## config.mk

```make
export PLATFORM = sky130hd
export DESIGN_NAME = down_counter_timer
export DESIGN_NICKNAME = d
export VERILOG_FILES = /design/src/rtl/down_counter_timer.sv
export SDC_FILE = /design/constraint.sdc
export NUM_CORES = 1
export LEC_CHECK = 0
export BUFFER_PORTS_ARGS = -buffer_cell sky130_fd_sc_hd__buf_2
export CAP_MARGIN = 5
export CORE_MARGIN = 2
export CORE_UTILIZATION = 35
export CTS_CLUSTER_DIAMETER = 50
export CTS_CLUSTER_SIZE = 40
export DETAILED_ROUTE_END_ITERATION = 12
export PLACE_DENSITY = 0.61
export SKIP_LAST_GASP = 1
export SYNTH_ARGS = -nofsm -noshare
export SYNTH_HDL_FRONTEND = slang
export SYNTH_SLANG_ARGS = --single-unit
export TNS_END_PERCENT = 100
```

## constraint.sdc

```tcl
create_clock -name System -period 4.1 [get_ports System]
set_input_delay 0 -clock System [delete_from_list [all_inputs] [get_ports System]]
set_output_delay 0 -clock System [all_outputs]
set_load 0.05 [all_outputs]
```

## src/rtl/down_counter_timer.sv

```systemverilog
// -----------------------------------------------------------------------------
// down_counter_timer
//   Loadable down-counter / timer. A programmed value counts down to zero under
//   an enable. Expiry is flagged with a registered one-cycle pulse, and the
//   timer can optionally auto-reload for periodic operation. A Start/Ack
//   handshake lets a client arm the timer, wait for expiry and acknowledge it.
//
// Ports
//   System      : clock (System.Clk, rising edge) and asynchronous
//                 active-low reset (System.Rst)
//   Clr         : synchronous clear of count and state (reload kept)
//   Load        : synchronous load of Load_Value into count and reload
//   Load_Value  : value to load, full WIDTH
//   Start       : arm the timer, honoured in IDLE only
//   Stop        : abort a running count (RUN -> IDLE) or leave DONE
//   Reload_En   : auto-reload on expiry and keep running
//   En          : decrement enable
//   Ack         : acknowledge expiry (DONE -> IDLE)
//   Count       : current count, registered
//   Busy        : timer is running
//   Done        : timer has expired and awaits Ack/Stop
//   Zero        : Count == 0
//   Expire      : registered one-cycle expiry pulse
// -----------------------------------------------------------------------------
package down_counter_timer_pkg;
  typedef struct packed {
    logic Clk;
    logic Rst;
  } system_t;
endpackage

module down_counter_timer
  import down_counter_timer_pkg::*;
#(
  parameter int WIDTH = 32
) (
  input  system_t          System,
  input  logic             Clr,
  input  logic             Load,
  input  logic [WIDTH-1:0] Load_Value,
  input  logic             Start,
  input  logic             Stop,
  input  logic             Reload_En,
  input  logic             En,
  input  logic             Ack,
  output logic [WIDTH-1:0] Count,
  output logic             Busy,
  output logic             Done,
  output logic             Zero,
  output logic             Expire
);

  typedef enum logic [1:0] {
    IDLE = 2'd0,
    RUN  = 2'd1,
    DONE = 2'd2
  } state_t;

  localparam logic [WIDTH-1:0] ONE = {{(WIDTH-1){1'b0}}, 1'b1};

  logic             clk;
  logic             rst_n;
  state_t           state;
  logic [WIDTH-1:0] reload;

  assign clk   = System.Clk;
  assign rst_n = System.Rst;

  always_ff @(posedge clk or negedge rst_n) begin
    if (!rst_n) begin
      Count  <= '0;
      reload <= '0;
      state  <= IDLE;
      Expire <= 1'b0;
    end else begin
      // Expire is a single-cycle pulse unless re-armed below.
      Expire <= 1'b0;
      if (Clr) begin
        Count <= '0;
        state <= IDLE;
      end else if (Load) begin
        Count  <= Load_Value;
        reload <= Load_Value;
        state  <= IDLE;
      end else begin
        unique case (state)
          IDLE: begin
            if (Start) begin
              if (Count == '0) begin
                // Zero-length timeout: expire straight away.
                state  <= DONE;
                Expire <= 1'b1;
              end else begin
                state <= RUN;
              end
            end
          end
          RUN: begin
            if (Stop) begin
              state <= IDLE;
            end else if (En) begin
              if (Count > ONE) begin
                Count <= Count - ONE;
              end else begin
                // Terminal cycle. A zero reload value is treated as one-shot,
                // and Count==0 here is folded into the same path so the
                // counter can never wrap.
                Expire <= 1'b1;
                if (Reload_En && (reload != '0)) begin
                  Count <= reload;
                end else begin
                  Count <= '0;
                  state <= DONE;
                end
              end
            end
          end
          DONE: begin
            if (Ack || Stop) begin
              state <= IDLE;
            end
          end
          default: state <= IDLE;
        endcase
      end
    end
  end

  assign Busy = (state == RUN);
  assign Done = (state == DONE);
  assign Zero = (Count == '0);

endmodule
```

==> results of run 1 <==
[power groups by stage]
stage          combinational [uW]  clock (uW)  sequential, uW
2_1_floorplan                 218           0             847
4_1_cts                       450        1210             773
6_report                      450        1150             775
3_3_place_gp                  415           0             788
3_5_place_dp                  421           0             790
5_1_grt                       495        1290             783
[through the flow]
step           instance area (um2)  total power, uW  worst slack [ns]
2_1_floorplan                 3860             1070             0.967
3_3_place_gp                  4340             1200              1.16
3_5_place_dp                  4340             1210              1.11
4_1_cts                       5100             2440              1.06
5_1_grt                       5100             2560             0.787
6_report                      5100             2380              1.02
[worst max-delay path, cell delays in order, from the launching register on]
cell	delay, ns
dfrtp_1	0.47
inv_1	0.11
ha_1	0.25
nor3b_2	0.49
nand2_2	0.26
nor4_2	0.54
o311ai_0	0.19
a21oi_1	0.16
dlygate4sd3_1	0.56
[logic make-up after synthesis]
group | after synthesis | synth area share
AO/OA/AOI/OAI | 89 | 0.154
XOR/XNOR | 24 | 0.0545
adder cells (fa/ha/maj) | 2 | 0.00648
buffers and inverters | 30 | 0.0363
flip-flops | 67 | 0.434
multiplexers | 5 | 0.0130
AND/OR/NAND/NOR | 239 | 0.301
[final cells by class]
cell class,count,area share
multi-input cells,359,0.401
repair buffers,120,0.158
clock buffers,18,0.0486
clock inverters,14,0.0250
well taps,140,0.0343
inverters,5,0.00368
flip-flops and latches,67,0.329
[path summary, 6_finish.rpt]
check	start	depth (start not counted)	slack (ns)	to
min reg2reg	reload[29]	2	0.52	reload[29]
min	System[0]	2	-0.34	reload[8]
max reg2reg	Count[0]	8	1.02	state[1]
min in group System	Reload_En	5	0.33	Count[23]
max in group asynchronous	System[0]	2	4.31	Count[14]
max	Count[0]	8	1.02	state[1]
[cells in the final DEF (no fill, tap or decap), types with 5 or more instances in the layout]
cell type        n
nor2_1          33
buf_2           75
a21oi_1         18
nand4_1          7
o21ai_0         10
nand2_1        130
o211ai_1        20
clkinv_4         6
xor2_1          20
buf_4            7
dfrtp_1         67
mux2i_1          5
nor3_1          11
dlygate4sd3_1   38
nor4_1          17
a31oi_1         16
inv_1            5
clkbuf_8        18
o31ai_1          6
nand3_1          8
[registers in the layout, summed over array words and instances (netlist names)]
name    cells
Count      32
state       2
Expire      1
reload     32
[repair_timing]
action                                 in CTS  in global routing
hold buffers                               38                  0
buffers inserted                            0                  0
endpoints found under the hold margin      62                  0
[per-layer routing]
| layer | vias up | share of wire | GRT usage |
|---|---|---|---|
| li1 | 1860 | - | - |
| met5 | - | 0 | 0 |
| met3 | 21 | 0.071 | 0.112 |
| met2 | 147 | 0.47 | 0.323 |
| met1 | 1868 | 0.44 | 0.263 |
| met4 | 0 | 0.019 | 0.139 |
==> impl_results.md, run 1 <==
* Count leader, synth: nand2_1
* Worst-path clk slew at 0.08 ns
* Final worst path period share at 0.751
* IO Pins at between 70 and 80
* Share of cells above drive strength 1 at 0.223
* WL per Instance at 16.4 um
* Number of global-route vias before repair at 3972
* CP startpoint kind: flip-flop
* WHS at -0.344 ns
* Synth warn at 0
* Hold/Removal Path Class: clock port to async pin
* FILL cells at 1043
* Residual DRC at 0
* CTS tree: built
* Yosys top cell by area: dfrtp_1
* Synth area leaders: dfrtp_1, nand2_1, xor2_1, o211ai_1, nor2_1
* CP Class: flip-flop to flip-flop
* Register area share after synthesis at 0.434
* Fmax at between 300 and 400 MHz
* Initial drt markers at 274
* Critical Path Fanout Max at 10
* Grt ovf at 0
* Post-synth top cells: nand2_1, dfrtp_1, nor2_1, o211ai_1, xor2_1
* Psw at 1030 uW
* Initial core utilization at 0.358
* Layout Cells excl Fill at around 720
* Flops & latches, synth at 67
* Port Buffers at 75
* Slew Viols, Final at 0
* Worst setup EP type: flip-flop
* Final HPWL DP at around 7800 um
* Period minus WS final at 3.08 ns
* Sequential share of power at 0.326
* Leakage at between 0.002 and 0.0025 uW
* Tot GR Track Use at 0.224
* Fin util at 0.473
* Max-cap violations at 0
* Total wire length at 11900 um
* Chip height at ~110 um
* Area of the multi-input gates at 2050 um2
* Post-CTS Resized at 0
* Unrepaired setup endpoints after global routing: false
* Power Dens Cells at between 400 and 500 nW/um2
* Sw frac at 0.432
* Via count at approximately 4000
* Total iterations of the first detailed-routing run at 5
* Avg Cell Area, Syn at ~8.5 um2
* Asr flop ratio synth at 1.00
* Synth unique cells at 49
* Clk network pwr share at 0.485
* # diodes at 0
* Worst skew pair latency at between 0.3 and 0.4 ns
* Final nets at 614
* Primary FF master, synth: dfrtp_1
* Max-slew headroom at 0.195
* Routed Antenna Nets at 0
* Chip width at 109 um
* Combinational fraction of design power at 0.189
* Core Area at 10800 um2
* Cell-internal power at 1350 uW
* First-pass GRT wire length at 19700 um
* Num rows at 38
* Layout Skew at between 0.009 and 0.01 ns
* Outcome: finished, violations left
* Initial antenna violation count at 0
* P&R area growth vs syn at 32.1%
* Worst-Margin Slew at 1.21 ns
* Reg area at around 1700 um2
* Die area at 11900 um2
* Failing checks: hold timing
* Critical path data required time at 4.41 ns
* Post-synth EDFFs at 0
* # setup viols final at 0
* Routability congestion estimate from global placement at 0.896
* Post-synthesis net count at ~500
* Max VDD drop at 0.000259 V
* Setup TNS Final at 0 ns
* Dpl cells at 653
* Pin count of the biggest net entering global routing at 34
* Synthesized area at 3860 um2
* Hold Fails Final Rpt at 67
* Worst path arrival time at ~3.4 ns
* Gate Count Post-Synth at 456
* Via/cell ratio at 5.39
* Synth top area share at 0.434
No activity file was read; power rests on OpenSTA's default activity.
==> run 2, diff against run 1 <==
--- a/config.mk
+++ b/config.mk
@@ -12,7 +12,7 @@
 export CTS_CLUSTER_DIAMETER = 50
 export CTS_CLUSTER_SIZE = 40
 export DETAILED_ROUTE_END_ITERATION = 12
-export PLACE_DENSITY = 0.61
+export PLACE_DENSITY = 0.63
 export SKIP_LAST_GASP = 1
 export SYNTH_ARGS = -nofsm -noshare
 export SYNTH_HDL_FRONTEND = slang
==> constraint.sdc (replaced) <==
create_clock -name System -period 2.6 [get_ports System]
set_input_delay 0 -clock System [delete_from_list [all_inputs] [get_ports System]]
set_output_delay 0 -clock System [all_outputs]
set_load 0.05 [all_outputs]
==> impl_results.md, run 2 (synthesis gave the netlist of run 1 again) <==
* Unrepaired setup endpoints after global routing: true
* Worst path arrival time at between 2 and 3 ns
* Reg area at 1690 um2
* Total iterations of the first detailed-routing run at 4
* Post-CTS Setup Bufs at 0
* CP Class: flip-flop to flip-flop
* WHS at -0.322 ns
* Total wire length at 12200 um
* Grt ovf at 0
* Routability congestion estimate from global placement at about 0.9
* Worst-path clk slew at ~0.080 ns
* Port Buffers at 75
* First-pass GRT wire length at 19600 um
* Commonest non-fill, non-tap cell in the layout: nand2_1
* Setup TNS Final at 0 ns
* Via count at 3923
* Fmax at 402 MHz
* Outcome: finished, violations left
* Number of global-route vias before repair at ~4100
* Layout Skew at 0.00723 ns
* Routed Antenna Nets at 0
* CP Buf/Inv Count at 0
* Critical path data required time at around 2.8 ns
* Reg-to-reg slack, setup at 0.11 ns
* Final HPWL DP at 8300 um
* Die area at around 12000 um2
* Worst setup EP type: flip-flop
* Setup WS post-layout at around 0.11 ns
* Share of cells above drive strength 1 at 0.266
* Most frequent cells in the layout: nand2_1, buf_2, dfrtp_1
* Crit-path cells: nor4_4 > nand4b_4 > or4_4 > o21a_1 > nand2_2 > o211ai_1
* Initial core utilization at 0.358
* Wl on met1 at 5340 um
* Pre-CTS setup slack at 0.0859 ns
* Hold Fails Final Rpt at 67
* Worst skew pair latency at approximately 0.35 ns
* Critical Path Fanout Max at 11
* Max-slew headroom at 0.692
* Highest routed layer: met4
* Initial antenna violation count at 0
* CTS tree: built
* Hold/Removal Path Class: clock port to async pin
* Final nets at approximately 630
* Leakage at 0.00261 uW
* DR WL met2 at 5800 um
* Tot GR Track Use at 0.222
* DR WL met3 at between 700 and 800 um
* Pin count of the biggest net entering global routing at 34
* FILL cells at between 1000 and 1500
* P&R area growth vs syn at 40.3%
* Chip height at around 110 um
* Core Area at 10800 um2
* Via/cell ratio at between 5 and 6
* Num rows at 38
* Area of the multi-input gates at 2080 um2
* Max VDD drop at 0.000357 V
* WL per Instance at approximately 16 um
* Max stage delay on crit path at 0.59 ns
* Worst-Margin Slew at 0.461 ns
* Slew Viols, Final at 0
* Top flop regs: Count: 32 flops, reload: 32 flops, state: 2 flops
* # setup viols final at 0
* Max-cap violations at 0
* IO Pins at 77
* Period minus WS final at 2.49 ns
* # diodes at 0
* Initial drt markers at 208
* Residual DRC at 0
* Final worst path period share at 0.957
* Failing checks: hold timing
* Power Dens Cells at just under 800 nW/um2
* Slowest cell on the critical path: or4_4
* Chip width at 109 um
* CP startpoint kind: flip-flop
* Kind of cell adding the most delay to the critical path: simple AND/OR/NAND/NOR gates
==> run 2: changes by cell type in the layout (fill, tap and decap cells not counted), sizes merged <==
cell	change
buf	+19
bufinv	+4
clkbuf	+3
clkinv	-7
clkinvlp	-2
inv	+2
==> run 2: path summary, 6_finish.rpt <==
kind                               to  cells past startpoint  startpoint
setup / recovery            Count[19]                      6   Count[11]
hold / removal              reload[7]                      2   System[0]
setup reg to reg            Count[19]                      6   Count[11]
hold reg to reg            reload[20]                      2  reload[20]
max in group asynchronous   Count[21]                      2   System[0]
min in group System          state[1]                      5   Reload_En
==> run 2: timing repair <==
item | 4_1_cts | 5_1_grt
hold buffers | 38 | 0
endpoints found under the hold margin | 62 | 0
pin swaps | 0 | 1
resized for setup | 1 | 4
setup endpoints to repair | 1 | 10
==> run 2: area by class of cell <==
cell class	count	area share
Clock inverter	11	0.0402
Clock buffer	21	0.0515
Sequential cell	67	0.311
Inverter	5	0.00347
Tap cell	140	0.0323
Timing Repair Buffer	139	0.177
Multi-Input combinational cell	359	0.384
==> run 2: routing by layer <==
layer	track usage	vias to the layer above
met5	0	-
li1	-	1902
met2	0.322	138
met1	0.263	1856
met3	0.101	27
met4	0.147	0
==> run 2: where the power goes <==
part | internal [uW] | switching, uW | total, uW
Combinational | 292 | 470 | 762
Sequential | 1080 | 146 | 1220
Clock | 1260 | 1050 | 2310
==> run 2: through the flow <==
stage          cell area [um2]   util  power (uW)  cells  hold slack (ns)
3_5_place_dp              4520  0.419        1960    672           -0.296
6_report                  5420  0.502        4300    742           -0.322
3_3_place_gp              4520  0.419        1950    672           -0.296
2_1_floorplan             3890      -        1690    456           -0.296
4_1_cts                   5400  0.500        4390    742           -0.323
5_1_grt                   5420  0.502        4570    742           -0.332
==> run 2: worst reg2reg max path, delay by kind of cell (launching register included) <==
family,cells,cell delay [ns]
simple gates,4,1.41
flops,1,0.46
compound gates,2,0.49
==> run 3, diff against run 2 <==
--- a/config.mk
+++ b/config.mk
@@ -12,7 +12,6 @@
 export CTS_CLUSTER_DIAMETER = 50
 export CTS_CLUSTER_SIZE = 40
 export DETAILED_ROUTE_END_ITERATION = 12
-export PLACE_DENSITY = 0.63
 export SKIP_LAST_GASP = 1
 export SYNTH_ARGS = -nofsm -noshare
 export SYNTH_HDL_FRONTEND = slang
==> impl_results.md, run 3 (synthesis gave the netlist of run 1 again) <==
* Outcome: finished, violations left
* Failing checks: hold timing
* Crit-path cells: nor4_2 > nand2_1 > buf_4 > or2_2 > nor4_4 > buf_4
* Most used cell, CP: buf_4
* Residual DRC at 0
* Kind of cell adding the most delay to the critical path: simple AND/OR/NAND/NOR gates
* # diodes at 0
* First-pass GRT wire length at 19900 um
* Most frequent cells in the layout: nand2_1, buf_2, dfrtp_1
* WHS at -0.332 ns
* Routability congestion estimate from global placement at 0.919
* Initial drt markers at 259
* Via/cell ratio at approximately 5.4
* Worst path arrival time at 2.55 ns
* IO Pins at 77
* Max stage delay on crit path at 0.46 ns
* CP Buf/Inv Count at 2
* Worst skew pair latency at 0.35 ns
* Period minus WS final at 2.55 ns
* Final HPWL DP at around 8300 um
* Layout Cells excl Fill at 746
* Hold/Removal Path Class: clock port to async pin
* Worst setup EP type: output port
* Initial core utilization at 0.358
* P&R area growth vs syn at 38.9%
* Power Dens Cells at between 700 and 800 nW/um2
* Critical path data required time at 2.60 ns
* Chip height at around 110 um
* FILL cells at approximately 1000
* Slew Viols, Final at 0
* Max-cap violations at 0
* Chip width at 109 um
* Unrepaired setup endpoints after global routing: true
* Num rows at 38
* Dpl cells at 676
* Worst-Margin Slew at 0.460 ns
* Final worst path period share at 0.982
* Worst-path clk slew at 0.07 ns
* Post-CTS Setup Bufs at 0
* Pin count of the biggest net entering global routing at 33
* Port Buffers at 75
* Commonest non-fill, non-tap cell in the layout: nand2_1
* Initial antenna violation count at 0
* Max-slew headroom at 0.692
* Fin util at 0.497
* Die area at about 12000 um2
* Hold Fails Final Rpt at 67
* CP Class: flip-flop to output port
* Reg-to-reg slack, setup at roughly 0.13 ns
* Tot Pwr at 3930 uW
* CP startpoint kind: flip-flop
* Routed Antenna Nets at 0
* Setup TNS Final at 0 ns
* Top flop regs: Count: 32 flops, reload: 32 flops, state: 2 flops
* Layout Skew at 0.00796 ns
* Total wire length at 12100 um
* Final nets at 637
* Number of global-route vias before repair at 4113
* Leakage at 0.00259 uW
* Via count at 3998
* Tot GR Track Use at 0.224
* Core Area at roughly 11000 um2
* Grt ovf at 0
* Max VDD drop at about 0.00046 V
* WL per Instance at 16.2 um
* Slowest cell on the critical path: dfrtp_2
* Fmax at 392 MHz
* Reg area at 1690 um2
* Total iterations of the first detailed-routing run at 5
* Critical Path Fanout Max at 7
* CTS tree: built
* # setup viols final at 0
* Area of the multi-input gates at 2090 um2
* Share of cells above drive strength 1 at 0.269
==> run 3: changes by cell type in the layout (fill, tap and decap cells not counted), moves of 3 or more <==
cell	previous run	this run
nor4_1	17	14
clkinv_4	0	3
bufinv_16	5	2
buf_4	26	31
nor4_2	2	6
==> run 3: worst paths after layout <==
path                           start        end  cells after the start
max in group asynchronous  System[0]  Count[13]                      2
max reg2reg                Count[18]  Count[18]                      6
min reg2reg                reload[2]  reload[2]                      2
min in group System        Reload_En   state[1]                      5
min                        System[0]  Count[29]                      2
max                        Count[18]       Zero                      6
==> run 3: repair_timing <==
item / 4_1_cts / 5_1_grt
cloned: 0 / 0
endpoints found under the hold margin: 62 / 0
gates resized for setup: 2 / 3
pin swaps: 0 / 0
hold buffers: 38 / 0
endpoints found under the setup margin: 6 / 8
==> run 3: cell type report <==
class                           count  area share
Tap cell                          140      0.0327
Multi-Input combinational cell    359       0.390
Sequential cell                    67       0.315
Inverter                            5     0.00350
Clock buffer                       25      0.0586
Timing Repair Buffer              143       0.183
Clock inverter                      7      0.0175
==> run 3: report_power, final <==
part	switching (uW)	internal (uW)	total [uW]
Clock	946	995	1940
Sequential	141	1080	1220
Combinational	477	294	771
==> run 3: per-stage QoR <==
stage | hold slack [ns] | instance area (um2) | worst slack, ns
after floorplan | -0.296 | 3890 | 0.00492
after global placement | -0.296 | 4550 | 0.0331
after detailed placement | -0.296 | 4550 | -0.0117
after CTS | -0.329 | 5350 | 0.0791
after global routing | -0.335 | 5360 | -0.00216
final | -0.332 | 5360 | 0.0475
==> run 3: routing by layer <==
metal	wire, um	GRT usage	share of wire	vias to the layer above
met2	5470	0.313	0.45	165
met5	0	0	0	-
met1	5350	0.264	0.44	1892
met4	401	0.164	0.033	0
met3	869	0.109	0.072	36
li1	-	-	-	1905
